`src/rtl/list_pkg.sv`:
```
// Shared types and helpers for the list datapath blocks (adder/splitter family).
package list_pkg;

  // Splitter control states.
  typedef enum logic [1:0] {
    IDLE = 2'd0,
    DIV  = 2'd1,
    DONE = 2'd2
  } split_state_e;

  // $clog2 that never returns 0, so a width derived from it is always usable.
  function automatic int clog2_min1(input int n);
    return (n <= 2) ? 1 : $clog2(n);
  endfunction

endpackage

```
`src/rtl/seq_divider.sv`:
```
// Restoring divider: IN_WIDTH-bit dividend by a constant divisor, one
// quotient bit per cycle, MSB first. The quotient is built in place in the
// dividend shift register. done pulses for one cycle after the last step.
module seq_divider
  import list_pkg::*;
#(
  parameter  int IN_WIDTH  = 35,
  parameter  int DIVISOR   = 8,
  // DIVISOR must not exceed 2**REM_WIDTH.
  parameter  int REM_WIDTH = 3,
  localparam int CNT_WIDTH = clog2_min1(IN_WIDTH)
) (
  input  logic                clk,
  input  logic                rst_n,
  input  logic                start,
  input  logic                abort,
  input  logic [IN_WIDTH-1:0] dividend,
  output logic                busy,
  output logic                done,
  output logic [IN_WIDTH-1:0] quotient,
  // One extra bit holds the trial-subtract sign; it is always 0 here.
  output logic [REM_WIDTH:0]  remainder
);

  localparam logic [REM_WIDTH:0] DIVISOR_C = (REM_WIDTH + 1)'(DIVISOR);

  logic [IN_WIDTH-1:0]  quo_q, quo_d;
  logic [REM_WIDTH:0]   rem_q, rem_d;
  logic [REM_WIDTH:0]   rem_shift, trial;
  logic [CNT_WIDTH-1:0] cnt_q, cnt_d;
  logic                 busy_q, busy_d;
  logic                 done_q, done_d;

  // Next-state: load on start, otherwise one shift/trial-subtract per cycle.
  always_comb begin
    // NOTE: every variable gets a default before any branch; a path that
    // leaves one unassigned would infer a latch.
    quo_d     = quo_q;
    rem_d     = rem_q;
    cnt_d     = cnt_q;
    busy_d    = busy_q;
    done_d    = 1'b0;
    rem_shift = {rem_q[REM_WIDTH-1:0], quo_q[IN_WIDTH-1]};
    trial     = rem_shift - DIVISOR_C;

    if (start) begin
      quo_d  = dividend;
      rem_d  = '0;
      cnt_d  = '0;
      busy_d = 1'b1;
    end else if (abort) begin
      busy_d = 1'b0;
    end else if (busy_q) begin
      // Sign bit set means the trial went negative: restore and shift in 0.
      if (trial[REM_WIDTH]) begin
        rem_d = rem_shift;
        quo_d = {quo_q[IN_WIDTH-2:0], 1'b0};
      end else begin
        rem_d = trial;
        quo_d = {quo_q[IN_WIDTH-2:0], 1'b1};
      end
      cnt_d = cnt_q + 1'b1;
      if (cnt_q == CNT_WIDTH'(IN_WIDTH - 1)) begin
        busy_d = 1'b0;
        done_d = 1'b1;
      end
    end
  end

  // State registers.
  always_ff @(posedge clk or negedge rst_n) begin
    // NOTE: sequential state uses non-blocking assignments so every flop
    // samples its input from before the edge, independent of statement order.
    if (!rst_n) begin
      quo_q  <= '0;
      rem_q  <= '0;
      cnt_q  <= '0;
      busy_q <= 1'b0;
      done_q <= 1'b0;
    end else begin
      quo_q  <= quo_d;
      rem_q  <= rem_d;
      cnt_q  <= cnt_d;
      busy_q <= busy_d;
      done_q <= done_d;
    end
  end

  assign busy      = busy_q;
  assign done      = done_q;
  assign quotient  = quo_q;
  assign remainder = rem_q;

endmodule

```
`src/rtl/splitter.sv`:
```
// Distributes a scalar total as evenly as possible over LENGTH elements:
// element i gets q+1 for i < r, else q, where q/r = total divided by LENGTH.
// Totals above LENGTH*(2^DATA_WIDTH-1) are flagged and produce all zeros.
module splitter
  import list_pkg::*;
#(
  parameter  int DATA_WIDTH   = 32,
  parameter  int LENGTH       = 8,
  localparam int LENGTH_WIDTH = clog2_min1(LENGTH),
  localparam int IN_WIDTH     = LENGTH_WIDTH + DATA_WIDTH
) (
  input  logic                               clk,
  input  logic                               rst_n,
  input  logic [IN_WIDTH-1:0]                total_in,
  input  logic                               split_en,
  output logic [LENGTH-1:0][DATA_WIDTH-1:0]  data_out,
  output logic                               split_done,
  output logic                               split_in_progress,
  output logic                               split_ovf
);

  // Largest representable total, evaluated one bit wider than the input.
  localparam logic [IN_WIDTH:0] ELEM_MAX  =
    {{(IN_WIDTH + 1 - DATA_WIDTH){1'b0}}, {DATA_WIDTH{1'b1}}};
  localparam logic [IN_WIDTH:0] TOTAL_MAX = ELEM_MAX * (IN_WIDTH + 1)'(LENGTH);

  split_state_e                     state_q, state_d;
  logic [IN_WIDTH-1:0]              total_q, total_d;
  logic [LENGTH-1:0][DATA_WIDTH-1:0] data_q, data_d;
  logic                             done_q, done_d;
  logic                             ovf_q, ovf_d;

  logic                             div_start, div_abort;
  logic                             div_busy, div_done;
  logic [IN_WIDTH-1:0]              div_quo;
  logic [LENGTH_WIDTH:0]            div_rem;

  logic [DATA_WIDTH-1:0]            quo_sat;
  logic                             total_ovf;
  logic [LENGTH-1:0][DATA_WIDTH-1:0] expand;

  seq_divider #(
    .IN_WIDTH  (IN_WIDTH),
    .DIVISOR   (LENGTH),
    .REM_WIDTH (LENGTH_WIDTH)
  ) u_div (
    .clk       (clk),
    .rst_n     (rst_n),
    .start     (div_start),
    .abort     (div_abort),
    .dividend  (total_in),
    .busy      (div_busy),
    .done      (div_done),
    .quotient  (div_quo),
    .remainder (div_rem)
  );

  // Overflow check and element expansion from the divider result.
  always_comb begin
    // High quotient bits are only nonzero on overflow, where the elements
    // are zeroed anyway; saturating keeps the element path well defined.
    quo_sat   = (|div_quo[IN_WIDTH-1:DATA_WIDTH]) ? '1 : div_quo[DATA_WIDTH-1:0];
    total_ovf = {1'b0, total_q} > TOTAL_MAX;
    for (int i = 0; i < LENGTH; i++) begin
      expand[i] = ((LENGTH_WIDTH + 1)'(i) < div_rem) ? quo_sat + 1'b1 : quo_sat;
    end
  end

  // Control FSM: accept, wait for the divider, hold the result until released.
  always_comb begin
    state_d   = state_q;
    total_d   = total_q;
    data_d    = data_q;
    done_d    = done_q;
    ovf_d     = ovf_q;
    div_start = 1'b0;
    div_abort = 1'b0;

    unique case (state_q)
      IDLE: begin
        done_d = 1'b0;
        ovf_d  = 1'b0;
        if (split_en) begin
          total_d   = total_in;
          div_start = 1'b1;
          state_d   = DIV;
        end
      end
      DIV: begin
        if (!split_en) begin
          div_abort = 1'b1;
          state_d   = IDLE;
        end else if (div_done) begin
          done_d  = 1'b1;
          ovf_d   = total_ovf;
          data_d  = total_ovf ? '0 : expand;
          state_d = DONE;
        end
      end
      DONE: begin
        // Staying high here never restarts; a low cycle is needed to re-arm.
        if (!split_en) begin
          done_d  = 1'b0;
          ovf_d   = 1'b0;
          state_d = IDLE;
        end
      end
      default: state_d = IDLE;
    endcase
  end

  // State and output registers.
  always_ff @(posedge clk or negedge rst_n) begin
    if (!rst_n) begin
      state_q <= IDLE;
      total_q <= '0;
      data_q  <= '0;
      done_q  <= 1'b0;
      ovf_q   <= 1'b0;
    end else begin
      state_q <= state_d;
      total_q <= total_d;
      data_q  <= data_d;
      done_q  <= done_d;
      ovf_q   <= ovf_d;
    end
  end

  assign data_out          = data_q;
  assign split_done        = done_q;
  assign split_in_progress = div_busy;
  assign split_ovf         = ovf_q;

endmodule
```
`config.mk`:
```
export PLATFORM = sky130hd
export DESIGN_NAME = splitter
export DESIGN_NICKNAME = d
export VERILOG_FILES = /design/src/rtl/list_pkg.sv /design/src/rtl/seq_divider.sv /design/src/rtl/splitter.sv
export SDC_FILE = /design/constraint.sdc
export NUM_CORES = 1
export LEC_CHECK = 0
export CORE_MARGIN = 2
export CORE_UTILIZATION = 30
export CTS_CLUSTER_SIZE = 25
export DETAILED_ROUTE_END_ITERATION = 7
export GPL_ROUTABILITY_DRIVEN = 0
export MAX_ROUTING_LAYER = met4
export PLACE_DENSITY = 0.55
export SLEW_MARGIN = 0
export SYNTH_ARGS = -nofsm -noshare
export SYNTH_HDL_FRONTEND = slang
export SYNTH_SLANG_ARGS = --single-unit
export TNS_END_PERCENT = 1
```
`constraint.sdc`:
```
create_clock -name clk -period 6.5 [get_ports clk]
set_input_delay 0.65 -clock clk [delete_from_list [all_inputs] [get_ports clk]]
set_output_delay 0.65 -clock clk [all_outputs]
set_load 0.1 [all_outputs]
```
Word level (Yosys, flattened, before mapping)
Cells that the tools add are included.
{ "totals": {"register_bits": 342, "input_bits": 38, "output_inout_bits": 259, "word_cells": 92} }
{ "op_classes": {"addsub": 3, "n_eq_ne": 9, "n_mux": 45, "n_lt_le_gt_ge": 9, "n_reduce_logical": 9} }
{ "op_table": {"columns": ["op", "n"], "rows": [
  ["$mux 32", 9],
  ["$mux 256", 1],
  ["$mux 35", 3],
  ["$gt 35x35->1 const B", 1],
  ["$add 32x1->32 const B", 1],
  ["$mux 1", 18],
  ["$mux 6", 3],
  ["$lt 3x4->1 const A", 4],
  ["$mux 4", 4],
  ["$lt 1x4->1 const A", 2],
  ["$lt 2x4->1 const A", 2],
  ["$mux 2", 4],
  ["$ne 2x2->1 const B", 4],
  ["$add 6x1->6 const B", 1],
  ["$eq 6x6->1 const B", 1],
  ["$pmux 1 s3", 2],
  ["$pmux 2 s3", 1],
  ["$reduce_and 3->1", 2],
  ["$reduce_and 2->1", 2],
  ["$reduce_and 4->1", 1],
  ["$sub 4x4->4 const B", 1],
  ["$ne 3x2->1 const B", 1],
  ["$reduce_bool 3->1", 1],
  ["$reduce_or 3->1", 1],
  ["other kinds (5)", 5]
]} }

Depth between registers and ports, before layout
Gate-level depths: netlist of the first run.
{ "depth": {"ltp_word": 5, "mapped_depth": 14, "mapped_depth_nobuf": 10} }

By module
Synthesis of the first run repeated with hierarchy kept, for this count alone.
{ "unflattened": {"hier_cells": 1839, "area_unflattened_um2": 16925.0} }
{ "modules_own_cells": {"columns": ["module", "cells_per_inst", "area_each_um2", "n_inst", "seq_area_each_um2"], "rows": [
  ["splitter", 1632, 14791.7, 1, 7382.1],
  ["seq_divider", 207, 2133.3, 1, 1151.1]
]} }

Worst setup path after synthesis of the first run
OpenSTA, ideal clock, no wires.
{ "synth_path": {"kind": "reg-to-reg", "startpoint": "register u_div.quo_q[34], in the netlist u_div.quotient[34]", "endpoint": "register data_q, in the netlist data_out[88]", "t_arrival_ps": 3183, "period_less_slack_ps": 3252, "stages_incl_launch_ff": 15, "t_required_ps": 6431, "path_buffers": 4, "setup_ps": 69, "setup_slack_ps": 3248, "cell_sequence": "dfrtp_1 or3_1 buf_2 clkbuf_1 nor2_1 inv_1 ha_1 buf_2 and3_1 and4_1 clkbuf_1 and2_1 a21oi_2 a2bb2oi_1 a22o_1"} }
{ "synth_via": {"elab_chain_len": 5} }
{ "synth_rtl": {"columns": ["item", "line", "source"], "rows": [
  ["from (decl)", "seq_divider.sv:27", "logic [IN_WIDTH-1:0] quo_q, quo_d;"],
  ["from (signal assigned)", "seq_divider.sv:81", "quo_q <= quo_d;"],
  ["$reduce_or 3->1 *", "splitter.sv:62", "quo_sat = (|div_quo[IN_WIDTH-1:DATA_WIDTH]) ? '1 : div_quo[DATA_WIDTH-1:0];"],
  ["$mux 32 *", "splitter.sv:62", null],
  ["$add 32x1->32", "splitter.sv:65", "expand[i] = ((LENGTH_WIDTH + 1)'(i) < div_rem) ? quo_sat + 1'b1 : quo_sat;"],
  ["$mux 32 *", "splitter.sv:65", null],
  ["$mux 256 *", "splitter.sv:96", "data_d = total_ovf ? '0 : expand;"],
  ["to (signal assigned)", "splitter.sv:123", "data_q <= data_d;"],
  ["to (decl)", "splitter.sv:29", "logic [LENGTH-1:0][DATA_WIDTH-1:0] data_q, data_d;"]
]} }
Every way passes the cells marked *; elsewhere a longest branch is shown, timed or not.
A chain may end at the register's enable or synchronous reset.

Final worst setup path of the first run
{ "layout_path": {"startpoint": "register u_div.quo_q[34], in the netlist u_div.quotient[34]", "endpoint": "register data_q, in the netlist data_out[166]"} }
The elaborated chain is that of the path after synthesis.

==> metrics.cfg, run 1 <==
[run_status]
status = finished, final reports clean

[clock_tree]
clk_path_buf_depth = 3
clk_latency_ns = 0.58
cts_tree = done
cts-root-buf = clkbuf_16
clkTransAtPathRegs_ns = 0.06
clock_sinks = 341
numCtsBuffers = 40
cts_hold_buf = 0
ctsResizeCount = 0
htreeDepth = 2
post_cts_buffers = 0

[synthesis]
async_flop_share_pct = 100
ys_seq_area_share_pct = 51.7
syn_area_um2 = 16500
synth_cell_types = 60
synth_fp_nets = 1881
syn_avg_cell_area_um2 = 8.98
ys_warn_count = 0
synthFlopType = dfrtp_1
synth.ff_latch_count = 341
synth_edf_count = 0
syn_inst = 1840

[cells_and_area]
antennaDiodeCount = 0
layout_common_cells = 451 x nand2_1, 340 x dfrtp_1, 293 x clkdlybuf4s50_1
multiInputGateArea_um2 = 7430
drive_above_1_share_pct = 6.09
nNetsFinal = 2097
syn_to_final_growth_pct = 29.3
final_cell_area_um2 = 21400
regArea_um2 = 8530
fillers = 5401
final_cells = 2780
layout_commonest_cell = nand2_1

[sta]
relSlewSlack_pct = 8.23
fin_crit_ns = 3.97
timing.fmax_mhz = 252
setup_viol = 0
slew_viol_final = 0
finalHoldViolations = 0
fin_tns_setup_ns = 0
final.period_utilization_pct = 61.1
tightest_slew_ns = 1.38
fin_skew_ns = 0.0340
rsz0062_at_grt = no

[drt]
drc = 0
ant_nets = 0
drt-total-wl_um = 64200
vias_per_cell = 5.34
firstDrtPassIters = 6
drtIter0Drc = 1495
vias = 14859
wire_per_inst_um = 23.1

[setup_path]
crit_start = u_div.quotient[34]$_DFFE_PN0P_
reg2reg_from = u_div.quotient[34]$_DFFE_PN0P_
cp.arrival_ns = 4.44
critPathRequiredTime_ns = 6.97
endpoint_kind = register
reg2reg_slack_ns = 2.53
rr_endpoint = data_out[166]$_DFFE_PN0P_
rr_worst_depth = 8
criticalPathCategory = reg2reg
cp_max_fo = 26
cp-endpoint = data_out[166]$_DFFE_PN0P_
critPathLaunchType = register

[floorplanning]
die_h_um = 239
die_w_um = 239
core_region_area_um2 = 54100
dieArea_um2 = 56900
io-pin-count = 297
initial_utilization_pct = 30.5
rows = 85

[global_routing]
grt_max_degree = 256
track_usage_pct = 22.9
grt_pass1_wl_um = 95100
antenna_found_initial = 0
grt_overflow = 0
grt_pass1_vias = 14383

[power]
p_leak_nw = 9.33
powerDensity_nw_per_um2 = 280
peakVddDrop_mv = 0.164

[job]
maxCapViolCount = 0

[placement]
portBuffers = 296
placed_area_um2 = 20000
placedCellCount = 2710
hpwlAfterDp_um = 43900

[hold_path]
hp-class = in2async

-- cells by family after synthesis --
group | share of synthesized area (%)
AO/OA/AOI/OAI | 18.6
AND/OR/NAND/NOR | 19.9
XOR/XNOR | 5.83
flip-flops | 51.7
adder cells (fa/ha/maj) | 0.227
buffers and inverters | 3.83
-- routing by layer --
metal	track usage (%)	up-vias	part of all wire, %
met2	34.6	618	46
li1	-	6773	-
met4	7.67	0	3.1
met1	30.9	7364	43
met3	4.28	104	7.6
met5	-	-	0
-- cell type report --
type / instances / share of cell area [%]
Timing Repair Buffer: 316 / 14.8
Inverter: 12 / 0.211
Sequential cell: 341 / 40.0
Clock inverter: 11 / 0.791
Multi-Input combinational cell: 1345 / 34.8
Tap cell: 696 / 4.08
Clock buffer: 59 / 5.45
-- worst min path at each step --
stage	start	slack, ns	to
after floorplan	rst_n	0.35	data_out[0]$_DFFE_PN0P_
after global placement	total_q[19]$_DFFE_PN0P_	0.46	total_q[19]$_DFFE_PN0P_
after detailed placement	total_q[19]$_DFFE_PN0P_	0.46	total_q[19]$_DFFE_PN0P_
after CTS	rst_n	0.20	data_out[159]$_DFFE_PN0P_
after global routing	rst_n	0.23	data_out[63]$_DFFE_PN0P_
final	rst_n	0.14	data_out[63]$_DFFE_PN0P_
-- synthesized netlist by cell type, types with 3 or more instances --
cell type  count  share of area (%)
nand2b_1      10               0.38
o21ai_0      194                5.9
and2_1         8               0.30
a211o_1        6               0.32
dfrtp_1      341                 52
o31ai_1       15               0.68
nor2_2        17               0.64
buf_2         28               0.85
clkbuf_1     104                2.4
and3_1        10               0.38
buf_4          3               0.14
a31oi_1       40                1.5
o211ai_1       3               0.14
nor4_1         5               0.19
a32oi_1        6               0.32
and4_1        10               0.53
or3_1          4               0.15
o21ai_1        5               0.15
nand4_1       22               0.83
a21o_1         6               0.27
o22ai_1       10               0.38
nand2_1      452                 10
ha_1           3               0.23
nand3_1       31               0.94
a22o_1        44                2.3
xor2_1        52                2.8
buf_1          6               0.14
inv_1         11               0.25
a32o_1        46                2.8
a21oi_1       72                2.2
xnor2_1       58                3.1
nor2_1       154                3.5
a221oi_1       3               0.16
nor3_1        15               0.45
a211oi_1       8               0.36
-- critical path, stage by stage, from the launching register on --
cell and delay [ns]:
dfrtp_1 0.45, or3_2 0.56, nor2_1 0.52, inv_1 0.10, ha_1 0.58, o31a_1 0.36, a311oi_1 0.96, a21oi_1 0.15
o21ai_0 0.19
-- state kept, by name, summed over array words and instances, names as in the netlist --
| name | cells |
|---|---|
| u_div.done | 1 |
| state_q | 2 |
| data_out | 256 |
| u_div.quotient | 35 |
| split_ovf | 1 |
| split_done | 1 |
| u_div.cnt_q | 6 |
| u_div.remainder | 3 |
| u_div.busy | 1 |
| total_q | 35 |
-- per-stage QoR --
stage          utilization, %  setup slack [ns]  power, mW  hold WS, ns
2_1_floorplan               -              3.25       3.21        0.354
3_3_place_gp             37.0              2.68       3.67        0.458
3_5_place_dp             37.0              2.60       3.68        0.463
4_1_cts                  39.5              2.56       6.01        0.200
5_1_grt                  39.5              2.18       6.25        0.226
6_report                 39.5              2.53       5.99        0.139
-- power breakdown --
part / leakage (nW) / total [mW] / switching (mW) / internal [mW]
logic: 4.08 / 1.25 / 0.867 / 0.386
clock network: 0.650 / 2.32 / 0.920 / 1.40
registers: 4.60 / 2.41 / 0.199 / 2.22
total: 9.33 / 5.99 / 1.99 / 4.00
Note: power is estimated with default switching activity, not from simulation.
==> run 2: changes to the inputs <==
clock period = 4.15 ns   (was 6.5 ns; I/O delays follow)
==> metrics.cfg, run 2 (synthesized netlist as in run 1, its figures left out) <==
[floorplanning]
rows = 85
io-pin-count = 297
die_w_um = 239
initial_utilization_pct = 30.5
dieArea_um2 = 56900
core_region_area_um2 = 54100
die_h_um = 239

[sta]
fin_skew_ns = 0.0246
finalHoldViolations = 0
rsz0062_at_grt = no
fin_crit_ns = 3.26
fin_tns_setup_ns = 0
timing.fmax_mhz = 307
slew_viol_final = 0
setup_viol = 0
tightest_slew_ns = 1.25
worst_hold_slack_ns = 0.433
final.period_utilization_pct = 78.6
relSlewSlack_pct = 16.7

[clock_tree]
cts_tree = done
clk_latency_ns = 0.57
clock_sinks = 341
ctsResizeCount = 0
htreeDepth = 2
clkTransAtPathRegs_ns = 0.06
clk_path_buf_depth = 3
cts-root-buf = clkbuf_16
numCtsBuffers = 41

[setup_path]
reg2reg_slack_ns = 0.89
crit_start = u_div.quotient[34]$_DFFE_PN0P_
critPathRequiredTime_ns = 4.63
critPathLaunchType = register
reg2reg_from = u_div.quotient[34]$_DFFE_PN0P_
rr_worst_depth = 10
cp_max_fo = 9
endpoint_kind = register
criticalPathCategory = reg2reg
cp-endpoint = data_out[208]$_DFFE_PN0P_
rr_endpoint = data_out[208]$_DFFE_PN0P_
cp.arrival_ns = 3.74

[global_routing]
grt_pass1_vias = 14259
grt_max_degree = 257
antenna_found_initial = 0
grt_pass1_wl_um = 95300
grt_overflow = 0
track_usage_pct = 23.0

[drt]
ant_nets = 0
wire_per_inst_um = 22.9
drc = 0
drtIter0Drc = 1545
firstDrtPassIters = 6
vias_per_cell = 5.31
vias = 14845
drt-total-wl_um = 64200

[cells_and_area]
layout_commonest_cell = nand2_1
syn_to_final_growth_pct = 30.7
antennaDiodeCount = 0
final_core_util_pct = 39.9
largest_reg_flops = 256
fillers = 5407
nNetsFinal = 2110
drive_above_1_share_pct = 6.95
layout_common_cells = 451 x nand2_1, 340 x dfrtp_1, 292 x clkdlybuf4s50_1

[hold_path]
hp-class = in2reg

[power]
powerDensity_nw_per_um2 = 444
total_power_mw = 9.59
clkPwrFrac_pct = 39.9
p_comb_share_pct = 20.5
p_seq_share_pct = 39.5
p_sw_share_pct = 32.7
p_int_mw = 6.45
p_leak_nw = 9.46
peakVddDrop_mv = 0.264
power_switching_mw = 3.14

[run_status]
status = finished, final reports clean

[placement]
portBuffers = 296
hpwlAfterDp_um = 44400

[job]
maxCapViolCount = 0

## run 2: cell types whose count changed in the layout (fill, tap and decap cells not counted), moves of 2 or more
cell,before,now
buf_12,3,6
clkbuf_16,41,43
clkbuf_1,11,9
clkinv_2,3,7
buf_4,19,28
## run 2: power by group through the flow
stage | Sequential (mW) | Clock (mW) | Combinational (mW)
floorplan | 3.64 | 0 | 1.39
global placement | 3.83 | 0 | 1.92
detailed placement | 3.84 | 0 | 1.93
CTS | 3.78 | 3.90 | 1.94
global route | 3.81 | 4.04 | 2.16
finish | 3.79 | 3.83 | 1.97
## run 2: what timing repair did
action                    4_1_cts  5_1_grt
hold buffers                    1        0
hold endpoints to repair      101        0
setup buffers                   0        0
## run 2: through the flow
stage / worst slack [ns] / instance area [um2] / std cells
3_5_place_dp: 0.926 / 20100 / 2721
2_1_floorplan: 0.898 / 16500 / 1840
5_1_grt: 0.674 / 21600 / 2798
3_3_place_gp: 1.03 / 20100 / 2721
4_1_cts: 0.914 / 21600 / 2798
6_report: 0.889 / 21600 / 2798
## run 2: worst min-delay path by stage
stage / startpoint / to / slack (ns) / cells after the start
after detailed placement: total_q[26]$_DFFE_PN0P_ / total_q[26]$_DFFE_PN0P_ / 0.46 / 2
after floorplan: rst_n / data_out[0]$_DFFE_PN0P_ / 0.12 / 0
after global routing: total_in[25] / total_q[25]$_DFFE_PN0P_ / 0.43 / 3
after CTS: total_in[27] / total_q[27]$_DFFE_PN0P_ / 0.41 / 3
after global placement: total_q[10]$_DFFE_PN0P_ / total_q[10]$_DFFE_PN0P_ / 0.46 / 2
final: total_in[6] / total_q[6]$_DFFE_PN0P_ / 0.43 / 3
## run 2: area by class of cell
class / instances / area, um2 / area share, %
repair buffers: 328 / 3280 / 15.2
multi-input cells: 1345 / 7420 / 34.4
clock buffers: 60 / 1220 / 5.65
inverters: 12 / 45.0 / 0.209
well taps: 696 / 871 / 4.03
flip-flops and latches: 341 / 8530 / 39.5
clock inverters: 16 / 219 / 1.01
## run 2: critical path, cell delays in order, from the launching register on
cell	delay (ns)
dfrtp_1	0.45
or3_2	0.56
nor2_4	0.30
inv_1	0.08
ha_1	0.30
and3_1	0.22
and4_1	0.27
nor2_1	0.51
nor2_1	0.13
xor2_1	0.16
o21ai_0	0.19
## run 2: layer usage
layer,share of wire [%],GRT usage (%),vias up
li1,-,-,6812
met1,44,31.3,7333
met2,46,34.9,585
met3,6.8,3.83,115
met4,3.3,7.56,0
met5,0,-,-
==> run 3: changes to the inputs <==
clock period = 3.02 ns   (was 4.15 ns; I/O delays follow)
==> metrics.cfg, run 3 (synthesized netlist as in run 1, its figures left out) <==
[global_routing]
grt_pass1_vias = 14412
grt_max_degree = 257
antenna_found_initial = 0
grt_pass1_wl_um = 95900
grt_overflow = 0
track_usage_pct = 23.1

[sta]
rsz0062_at_grt = no
fin_skew_ns = 0.0196
slew_viol_final = 38
fin_tns_setup_ns = 0
setup_viol = 0
fin_crit_ns = 2.87
tightest_slew_ns = 1.51
finalHoldViolations = 0
final.period_utilization_pct = 95.2
relSlewSlack_pct = -0.692
timing.fmax_mhz = 348

[setup_path]
critPathRequiredTime_ns = 3.46
rr_endpoint = data_out[42]$_DFFE_PN0P_
critPathLaunchType = register
cp.arrival_ns = 3.31
cp_max_fo = 8
reg2reg_slack_ns = 0.15
criticalPathCategory = reg2reg
rr_worst_depth = 11
endpoint_kind = register
reg2reg_from = u_div.quotient[33]$_DFFE_PN0P_

[drt]
wire_per_inst_um = 22.8
vias_per_cell = 5.28
drtIter0Drc = 1472
vias = 15049
drc = 0
firstDrtPassIters = 7
drt-total-wl_um = 65000
ant_nets = 0

[cells_and_area]
drive_above_1_share_pct = 21.3
layout_commonest_cell = nand2_1
multiInputGateArea_um2 = 7440
nNetsFinal = 2164
largest_reg_flops = 256
final_cell_area_um2 = 21400
syn_to_final_growth_pct = 29.8
regArea_um2 = 8530
layout_common_cells = 451 x nand2_1, 340 x dfrtp_1, 332 x buf_4
fillers = 5421
antennaDiodeCount = 0

[hold_path]
min_from = total_in[21]
whs_path_depth = 3
hold_end = total_q[21]$_DFFE_PN0P_
hp-class = in2reg

[placement]
hpwlAfterDp_um = 46100
portBuffers = 296
placed_area_um2 = 20000

[power]
power_switching_mw = 4.37
clkPwrFrac_pct = 39.0
p_leak_nw = 10.3
p_comb_share_pct = 22.4
p_seq_share_pct = 38.6
peakVddDrop_mv = 0.347
powerDensity_nw_per_um2 = 621
total_power_mw = 13.3
p_int_mw = 8.93
p_sw_share_pct = 32.8

[clock_tree]
cts-root-buf = clkbuf_16
numCtsBuffers = 40
clkTransAtPathRegs_ns = 0.06
clk_path_buf_depth = 3
cts_tree = done
htreeDepth = 2
clk_latency_ns = 0.57
clock_sinks = 341

[run_status]
status = finished with violations
violations = slew limit

[floorplanning]
core_region_area_um2 = 54100
rows = 85
initial_utilization_pct = 30.5
die_w_um = 239
io-pin-count = 297
die_h_um = 239
dieArea_um2 = 56900

[job]
maxCapViolCount = 0

-- run 3: cell types whose count changed in the layout (fill, tap and decap cells not counted), sizes merged --
cell / previous run / this run
buf: 35 / 346
clkinv: 10 / 8
clkdlybuf4s50: 292 / 36
clkbuf: 60 / 58
inv: 12 / 14
-- run 3: layout make-up --
cell class	instances	area share, %
Clock buffer	58	5.51
Tap cell	696	4.06
Sequential cell	341	39.8
Inverter	12	0.210
Multi-Input combinational cell	1345	34.7
Clock inverter	16	1.02
Timing Repair Buffer	383	14.6
-- run 3: per-layer routing --
layer / track usage [%] / up-vias / wire, um
met5: - / - / 0
met4: 7.06 / 0 / 2150
met3: 3.98 / 127 / 4150
met2: 34.7 / 578 / 29200
met1: 31.7 / 7411 / 29500
li1: - / 6933 / -
-- run 3: timing repair --
action | in CTS | in global routing
hold endpoints to repair | 65 | 0
endpoints found under the setup margin | 0 | 1
setup buffers | 0 | 3
hold buffers | 1 | 0
resized for setup | 0 | 0
-- run 3: how the worst max path moves through the flow --
stage                                              start                   endpoint  slack [ns]  depth (start not counted)
after detailed placement  u_div.quotient[33]$_DFFE_PN0P_  data_out[218]$_DFFE_PN0P_        0.12                         10
final                     u_div.quotient[33]$_DFFE_PN0P_   data_out[42]$_DFFE_PN0P_        0.15                         11
after CTS                 u_div.quotient[33]$_DFFE_PN0P_  data_out[218]$_DFFE_PN0P_        0.11                         10
after global routing      u_div.quotient[32]$_DFFE_PN0P_  data_out[106]$_DFFE_PN0P_        0.03                         11
after floorplan           u_div.quotient[34]$_DFFE_PN0P_   data_out[88]$_DFFE_PN0P_       0.001                         14
after global placement    u_div.quotient[33]$_DFFE_PN0P_   data_out[26]$_DFFE_PN0P_        0.18                         10
-- run 3: critical path, stage by stage, from the launching register on --
cell and delay, ns:
dfrtp_1 0.42, or3_2 0.23, nor2_4 0.05, inv_1 0.05, ha_1 0.32, o31a_1 0.27, buf_4 0.16, a41oi_2 0.04
buf_4 0.19, a21oi_1 0.59, nand2_1 0.12, a32o_1 0.29
-- run 3: power groups by stage --
stage | Clock (mW) | Combinational (mW) | Sequential, mW
2_1_floorplan | 0 | 1.91 | 5.00
3_3_place_gp | 0 | 2.88 | 5.19
3_5_place_dp | 0 | 2.91 | 5.20
4_1_cts | 5.29 | 2.92 | 5.12
5_1_grt | 5.45 | 3.23 | 5.16
6_report | 5.19 | 2.98 | 5.13
-- run 3: through the flow --
step | worst slack (ns) | utilization, % | cells | hold slack (ns)
floorplan | 0.00123 | - | 1840 | 0.00641
global placement | 0.180 | 36.9 | 2773 | 0.337
detailed placement | 0.116 | 36.9 | 2773 | 0.342
CTS | 0.112 | 39.5 | 2848 | 0.292
global route | 0.0262 | 39.6 | 2851 | 0.333
finish | 0.146 | 39.6 | 2851 | 0.319
